`config.mk`:
```
export PLATFORM = sky130hd
export DESIGN_NAME = iw_encoder_movwide_flat
export DESIGN_NICKNAME = d
export VERILOG_FILES = /design/src/rtl/iw_encoder_movwide_if.sv /design/src/rtl/iw_encoder_movwide.sv /design/src/flat_wrapper.sv
export SDC_FILE = /design/constraint.sdc
export NUM_CORES = 1
export LEC_CHECK = 0
export CORE_MARGIN = 1
export CORE_UTILIZATION = 30
export CTS_BUF_LIST = sky130_fd_sc_hd__clkbuf_4
export CTS_CLUSTER_DIAMETER = 200
export CTS_CLUSTER_SIZE = 28
export DETAILED_ROUTE_END_ITERATION = 6
export HOLD_SLACK_MARGIN = 0.02
export PLACE_DENSITY_LB_ADDON = 0.3
export SETUP_SLACK_MARGIN = 0.15
export SYNTH_ARGS = -nofsm -noshare
export SYNTH_HDL_FRONTEND = slang
export SYNTH_SLANG_ARGS = --single-unit
```
`constraint.sdc`:
```
create_clock -name clock -period 2.05 [get_ports clock]
set_input_delay 0.41 -clock clock [delete_from_list [all_inputs] [get_ports clock]]
set_output_delay 0.41 -clock clock [all_outputs]
set_load 0.1 [all_outputs]
```
`src/rtl/iw_encoder_movwide_if.sv`:
```
// Handshake bundle for the LEGv8 MOVZ/MOVK wide-immediate encoder:
// start/value/rd request side and iw/iw_valid/iw_ready/iw_last/done emit side.
interface iw_encoder_movwide_if;
    logic        start;
    logic        start_ready;
    logic [63:0] value;
    logic [4:0]  rd;
    logic [31:0] iw;
    logic        iw_valid;
    logic        iw_ready;
    logic        iw_last;
    logic        done;

    modport master (
        output start,
        output value,
        output rd,
        output iw_ready,
        input  start_ready,
        input  iw,
        input  iw_valid,
        input  iw_last,
        input  done
    );

    modport slave (
        input  start,
        input  value,
        input  rd,
        input  iw_ready,
        output start_ready,
        output iw,
        output iw_valid,
        output iw_last,
        output done
    );
endinterface

```
`src/rtl/iw_encoder_movwide.sv`:
```
// Materializes a 64-bit constant into rd as a MOVZ followed by MOVK words.
// Define IW_ENCODER_SKIP_ZERO_EN to omit zero halfwords; otherwise all four are emitted.
module iw_encoder_movwide (
    input logic                   clock,
    input logic                   reset_n,
    iw_encoder_movwide_if.slave   bus
);

    localparam logic [8:0] OPC_MOVZ = 9'b110100101;
    localparam logic [8:0] OPC_MOVK = 9'b111100101;

    typedef enum logic [1:0] {
        IDLE = 2'd0,
        EMIT = 2'd1,
        DONE = 2'd2
    } state_t;

    state_t      state;
    state_t      state_nxt;
    logic [1:0]  hw_q;
    logic        first_q;
    logic [63:0] value_q;
    logic [4:0]  rd_q;

    logic        accept;
    logic        xfer;
    logic        last_word;
    logic [1:0]  first_hw;
    logic [1:0]  next_hw;

    function automatic logic [15:0] halfword(input logic [63:0] v, input logic [1:0] hw);
        logic [15:0] h;
        case (hw)
            2'd0:    h = v[15:0];
            2'd1:    h = v[31:16];
            2'd2:    h = v[47:32];
            default: h = v[63:48];
        endcase
        return h;
    endfunction

`ifdef IW_ENCODER_SKIP_ZERO_EN
    logic [3:0] nz_q;
    logic [3:0] remain;

    function automatic logic [3:0] nonzero_mask(input logic [63:0] v);
        logic [3:0] m;
        for (int i = 0; i < 4; i++) begin
            m[i] = |v[16*i +: 16];
        end
        return m;
    endfunction

    // An all-zero mask maps to hw0 so that value==0 still yields one MOVZ.
    function automatic logic [1:0] lowest_set(input logic [3:0] m);
        logic [1:0] idx;
        if (m[0])      idx = 2'd0;
        else if (m[1]) idx = 2'd1;
        else if (m[2]) idx = 2'd2;
        else if (m[3]) idx = 2'd3;
        else           idx = 2'd0;
        return idx;
    endfunction

    // Nonzero halfwords strictly above the one currently presented.
    assign remain    = nz_q & (4'b1110 << hw_q);
    assign first_hw  = lowest_set(nonzero_mask(bus.value));
    assign last_word = (remain == 4'd0);
    assign next_hw   = lowest_set(remain);
`else
    assign first_hw  = 2'd0;
    assign last_word = (hw_q == 2'd3);
    assign next_hw   = hw_q + 2'd1;
`endif

    assign accept = (state == IDLE) && bus.start;
    assign xfer   = (state == EMIT) && bus.iw_ready;

    always_comb begin
        state_nxt = state;
        case (state)
            IDLE:    if (bus.start) state_nxt = EMIT;
            EMIT:    if (bus.iw_ready && last_word) state_nxt = DONE;
            DONE:    state_nxt = IDLE;
            default: state_nxt = IDLE;
        endcase
    end

    always_ff @(posedge clock or negedge reset_n) begin
        if (!reset_n) begin
            state   <= IDLE;
            hw_q    <= 2'd0;
            first_q <= 1'b0;
        end else begin
            state <= state_nxt;
            if (accept) begin
                hw_q    <= first_hw;
                first_q <= 1'b1;
            end else if (xfer && !last_word) begin
                hw_q    <= next_hw;
                first_q <= 1'b0;
            end
        end
    end

    // Operand capture: only loaded on acceptance, so later input changes never leak in.
    always_ff @(posedge clock) begin
        if (accept) begin
            value_q <= bus.value;
            rd_q    <= bus.rd;
`ifdef IW_ENCODER_SKIP_ZERO_EN
            nz_q    <= nonzero_mask(bus.value);
`endif
        end
    end

    assign bus.start_ready = (state == IDLE);
    assign bus.iw_valid    = (state == EMIT);
    assign bus.iw_last     = (state == EMIT) && last_word;
    assign bus.done        = (state == DONE);
    assign bus.iw          = (state == EMIT)
                           ? {(first_q ? OPC_MOVZ : OPC_MOVK), hw_q, halfword(value_q, hw_q), rd_q}
                           : 32'd0;

endmodule

```
`src/flat_wrapper.sv`:
```
// flat-port wrapper written by rule: the top's interface ports become plain ports
module iw_encoder_movwide_flat 
  (clock, reset_n, bus_start, bus_value, bus_rd, bus_iw_ready, bus_start_ready, bus_iw, bus_iw_valid, bus_iw_last, bus_done);
  iw_encoder_movwide_if bus_i ();
  input logic clock;
  input logic reset_n;
  input wire logic [$bits(bus_i.start)-1:0] bus_start;
  input wire logic [$bits(bus_i.value)-1:0] bus_value;
  input wire logic [$bits(bus_i.rd)-1:0] bus_rd;
  input wire logic [$bits(bus_i.iw_ready)-1:0] bus_iw_ready;
  output wire logic [$bits(bus_i.start_ready)-1:0] bus_start_ready;
  output wire logic [$bits(bus_i.iw)-1:0] bus_iw;
  output wire logic [$bits(bus_i.iw_valid)-1:0] bus_iw_valid;
  output wire logic [$bits(bus_i.iw_last)-1:0] bus_iw_last;
  output wire logic [$bits(bus_i.done)-1:0] bus_done;
  assign bus_i.start = bus_start;
  assign bus_i.value = bus_value;
  assign bus_i.rd = bus_rd;
  assign bus_i.iw_ready = bus_iw_ready;
  assign bus_start_ready = bus_i.start_ready;
  assign bus_iw = bus_i.iw;
  assign bus_iw_valid = bus_i.iw_valid;
  assign bus_iw_last = bus_i.iw_last;
  assign bus_done = bus_i.done;
  iw_encoder_movwide u_core (.clock(clock), .reset_n(reset_n), .bus(bus_i));
endmodule
```
==> summary.md <==
| Metric | Value |
|---|---|
| Outcome | complete, but fails checks |
| Violated checks | setup timing |
| Final core utilization | 0.538 |
| Area grow syn2layout | 72.8% |
| Largest net degree at the start of global routing | 39 |
| Drt pass-1 iters | 5 |
| Worst Setup Path Type | reg -> out |
| Main area contributors after synthesis | edfxtp_1, a222oi_1, dfrtp_1 |
| Syn avg cell area | 16.8 um2 |
| Primary FF master, synth | edfxtp_1 |
| Initial Utilization | 0.311 |
| Cell Rows | 35 |
| Final WS setup | -0.391 ns |
| Drt total wl | 6.98 mm |
| Clock transition at path regs | 0.11 ns |
| Clock skew | 0.0123 ns |
| Skew-Pair Late Insertion Delay | 0.39 ns |
| Worst slew pin tran | 0.501 ns |
| Critical-path cell list | buf_6 -> ha_4 -> a222oi_1 -> a21oi_4 -> buf_12 |
| Area leader, netlist | edfxtp_1 |
| Crit end category | output pin |
| Die Footprint | 10100 um2 |
| Via count | 1952 |
| Fin crit share | 1.19 |
| Post-synth EDFFs | 69 |
| H-tree levels | 3 |
| Critical Path Source Type | register |
| ANT cells | 0 |
| Count of pins over their slew limit | 0 |
| Tmin final | 2.44 ns |
| Routed length per instance | 16.3 um |
| Vias in the first global route | 2025 |
| Clock buffer depth | 2 |
| Data required time of the critical path | 1.64 ns |
| RSZ-0062 raised after global routing | true |
| Critical path's top delay family | compound AO/OA/AOI/OAI gates |
| Netlist cell types | 30 |
| Final HPWL DP | 4.53 mm |
| CP max-delay cell | a222oi_1 |
| CTS tree | yes |
| Final Hold Slack | 0.228 ns |
| Slowest stage delay, CP | 0.52 ns |
| Slew margin rel. | 0.666 |
| GRT Total Usage | 0.142 |
| Net count, final | 372 |
| Core Area | 9330 um2 |
| Top Ports | 109 |
| Area share of the leading cell type in the synthesized netlist | 0.714 |
| Buf/Inv on CP | 2 |
| Die width | 100 um |
| Iter 0 DRT Violations | 151 |
| Yosys warns | 0 |
| Crit Path Max Fanout | 16 |
| Final GP Congestion | 0.671 |
| Hold Path Class | in -> async |
| Setup-failing EPs final | 16 |
| Vias/cell | 4.56 |
| Seq/Total Area, Yosys | 0.757 |
| Dpl ws | 0.0121 ns |
| Port Buf Inserts | 105 |
| First-pass GRT wire length | 10.5 mm |
| GRT overflow | 0 |
| Crit path arrival time | 2.03 ns |
| Detailed-route DRC error count | 0 |
| Die Height | 100 um |
| Fmax | 410 MHz |
| Gate Count Post-Synth | 173 |
| Synth Cell Area | 2900 um2 |
| Post-DRT Antenna Nets | 0 |
| Initial antenna violation count | 0 |
| Synth Register Bits | 74 |
| Num Clock Sinks | 74 |
| Ys async rst share | 0.0676 |
| Layout cells sized above 1 | 0.371 |
| Max cap viols | 0 |
| Final hold vios | 0 |
| Num CTS Buffers | 9 |
| CTS root buf | clkbuf_4 |
## what timing repair did
item	in CTS	in global routing
endpoints found under the setup margin	29	31
buffers inserted	8	2
gates cloned	2	0
gates resized for setup	17	13
endpoints found under the hold margin	0	0
pin swaps	14	9
hold buffers	0	0
## placed cells by master, fill, tap and decap left out, drive strengths merged
cell type and n:
a222oi 16, clkdlybuf4s50 72, o21bai 1, bufinv 2
nand2 1, dfrtp 5, and2 7, nand2b 1
a21o 1, o21ai 16, buf 52, a21oi 16
and4bb 1, clkinv 3, conb 3, mux2i 1
clkbuf 11, inv 7, xnor2 1, and3 1
nor2 6, and2b 1, ha 5, edfxtp 69
## cell usage after synthesis (2+ instances only)
master,n
a21oi_1,16
a222oi_1,16
and2_1,4
and2_2,2
buf_2,2
buf_4,9
buf_6,4
dfrtp_1,5
edfxtp_1,69
ha_1,5
inv_1,4
nor2_1,5
o21ai_0,15
## logic make-up after synthesis
family | after synthesis | share of synthesized area
flops | 74 | 0.757
compound gates | 50 | 0.116
buf+inv | 23 | 0.0569
simple gates | 18 | 0.0414
fa+ha+maj | 5 | 0.0216
other cells | 1 | 0.00129
xor+xnor | 1 | 0.00302
mux | 1 | 0.00345
## state kept, by name (all words and copies together) (netlist names)
register        count
u_core.state        2
u_core.hw_q         2
u_core.value_q     64
u_core.rd_q         5
u_core.first_q      1
## stage by stage
step	TNS (ns)	cells	instance area [um2]
after floorplan	-0.541	175	3160
after global placement	0	400	4650
after detailed placement	0	400	4650
after CTS	-6.87	426	4940
after global routing	-8.06	428	5020
final	-5.74	428	5020
## cell type report
cell class                      count  area [um2]
Inverter                            5        26.3
Tap cell                          129         161
Timing Repair Buffer              124        1630
Sequential cell                    74        2200
Timing Repair inverter              2        12.5
Clock inverter                      5        78.8
Clock buffer                       11        82.6
Fill cell                         770        4310
Multi-Input combinational cell     78         823
## routing by layer
metal	global-route usage	vias to the layer above	wire length, um
li1	-	918	-
met1	0.177	943	2910
met4	0.0502	0	45
met3	0.0418	4	616
met2	0.237	87	3410
met5	0	-	0
## path summary, 6_finish.rpt
check                                               end                  startpoint  slack [ns]  cells after the start
max                                           bus_iw[9]  u_core.hw_q[1]$_DFFE_PN0P_       -0.39                      5
min reg2reg                  u_core.first_q$_DFFE_PN0P_  u_core.first_q$_DFFE_PN0P_        0.58                      2
max in group asynchronous    u_core.hw_q[0]$_DFFE_PN0P_                     reset_n        1.60                      1
min in group clock         u_core.value_q[12]$_DFFE_PP_               bus_value[12]        0.56                      1
min                         u_core.state[0]$_DFFE_PN0P_                     reset_n        0.23                      1
max reg2reg                  u_core.hw_q[1]$_DFFE_PN0P_  u_core.hw_q[0]$_DFFE_PN0P_        0.37                      7
Power is left out: the tool's default activity adds up to more than one toggle a clock period on the data nets, which glitch-free logic cannot reach.
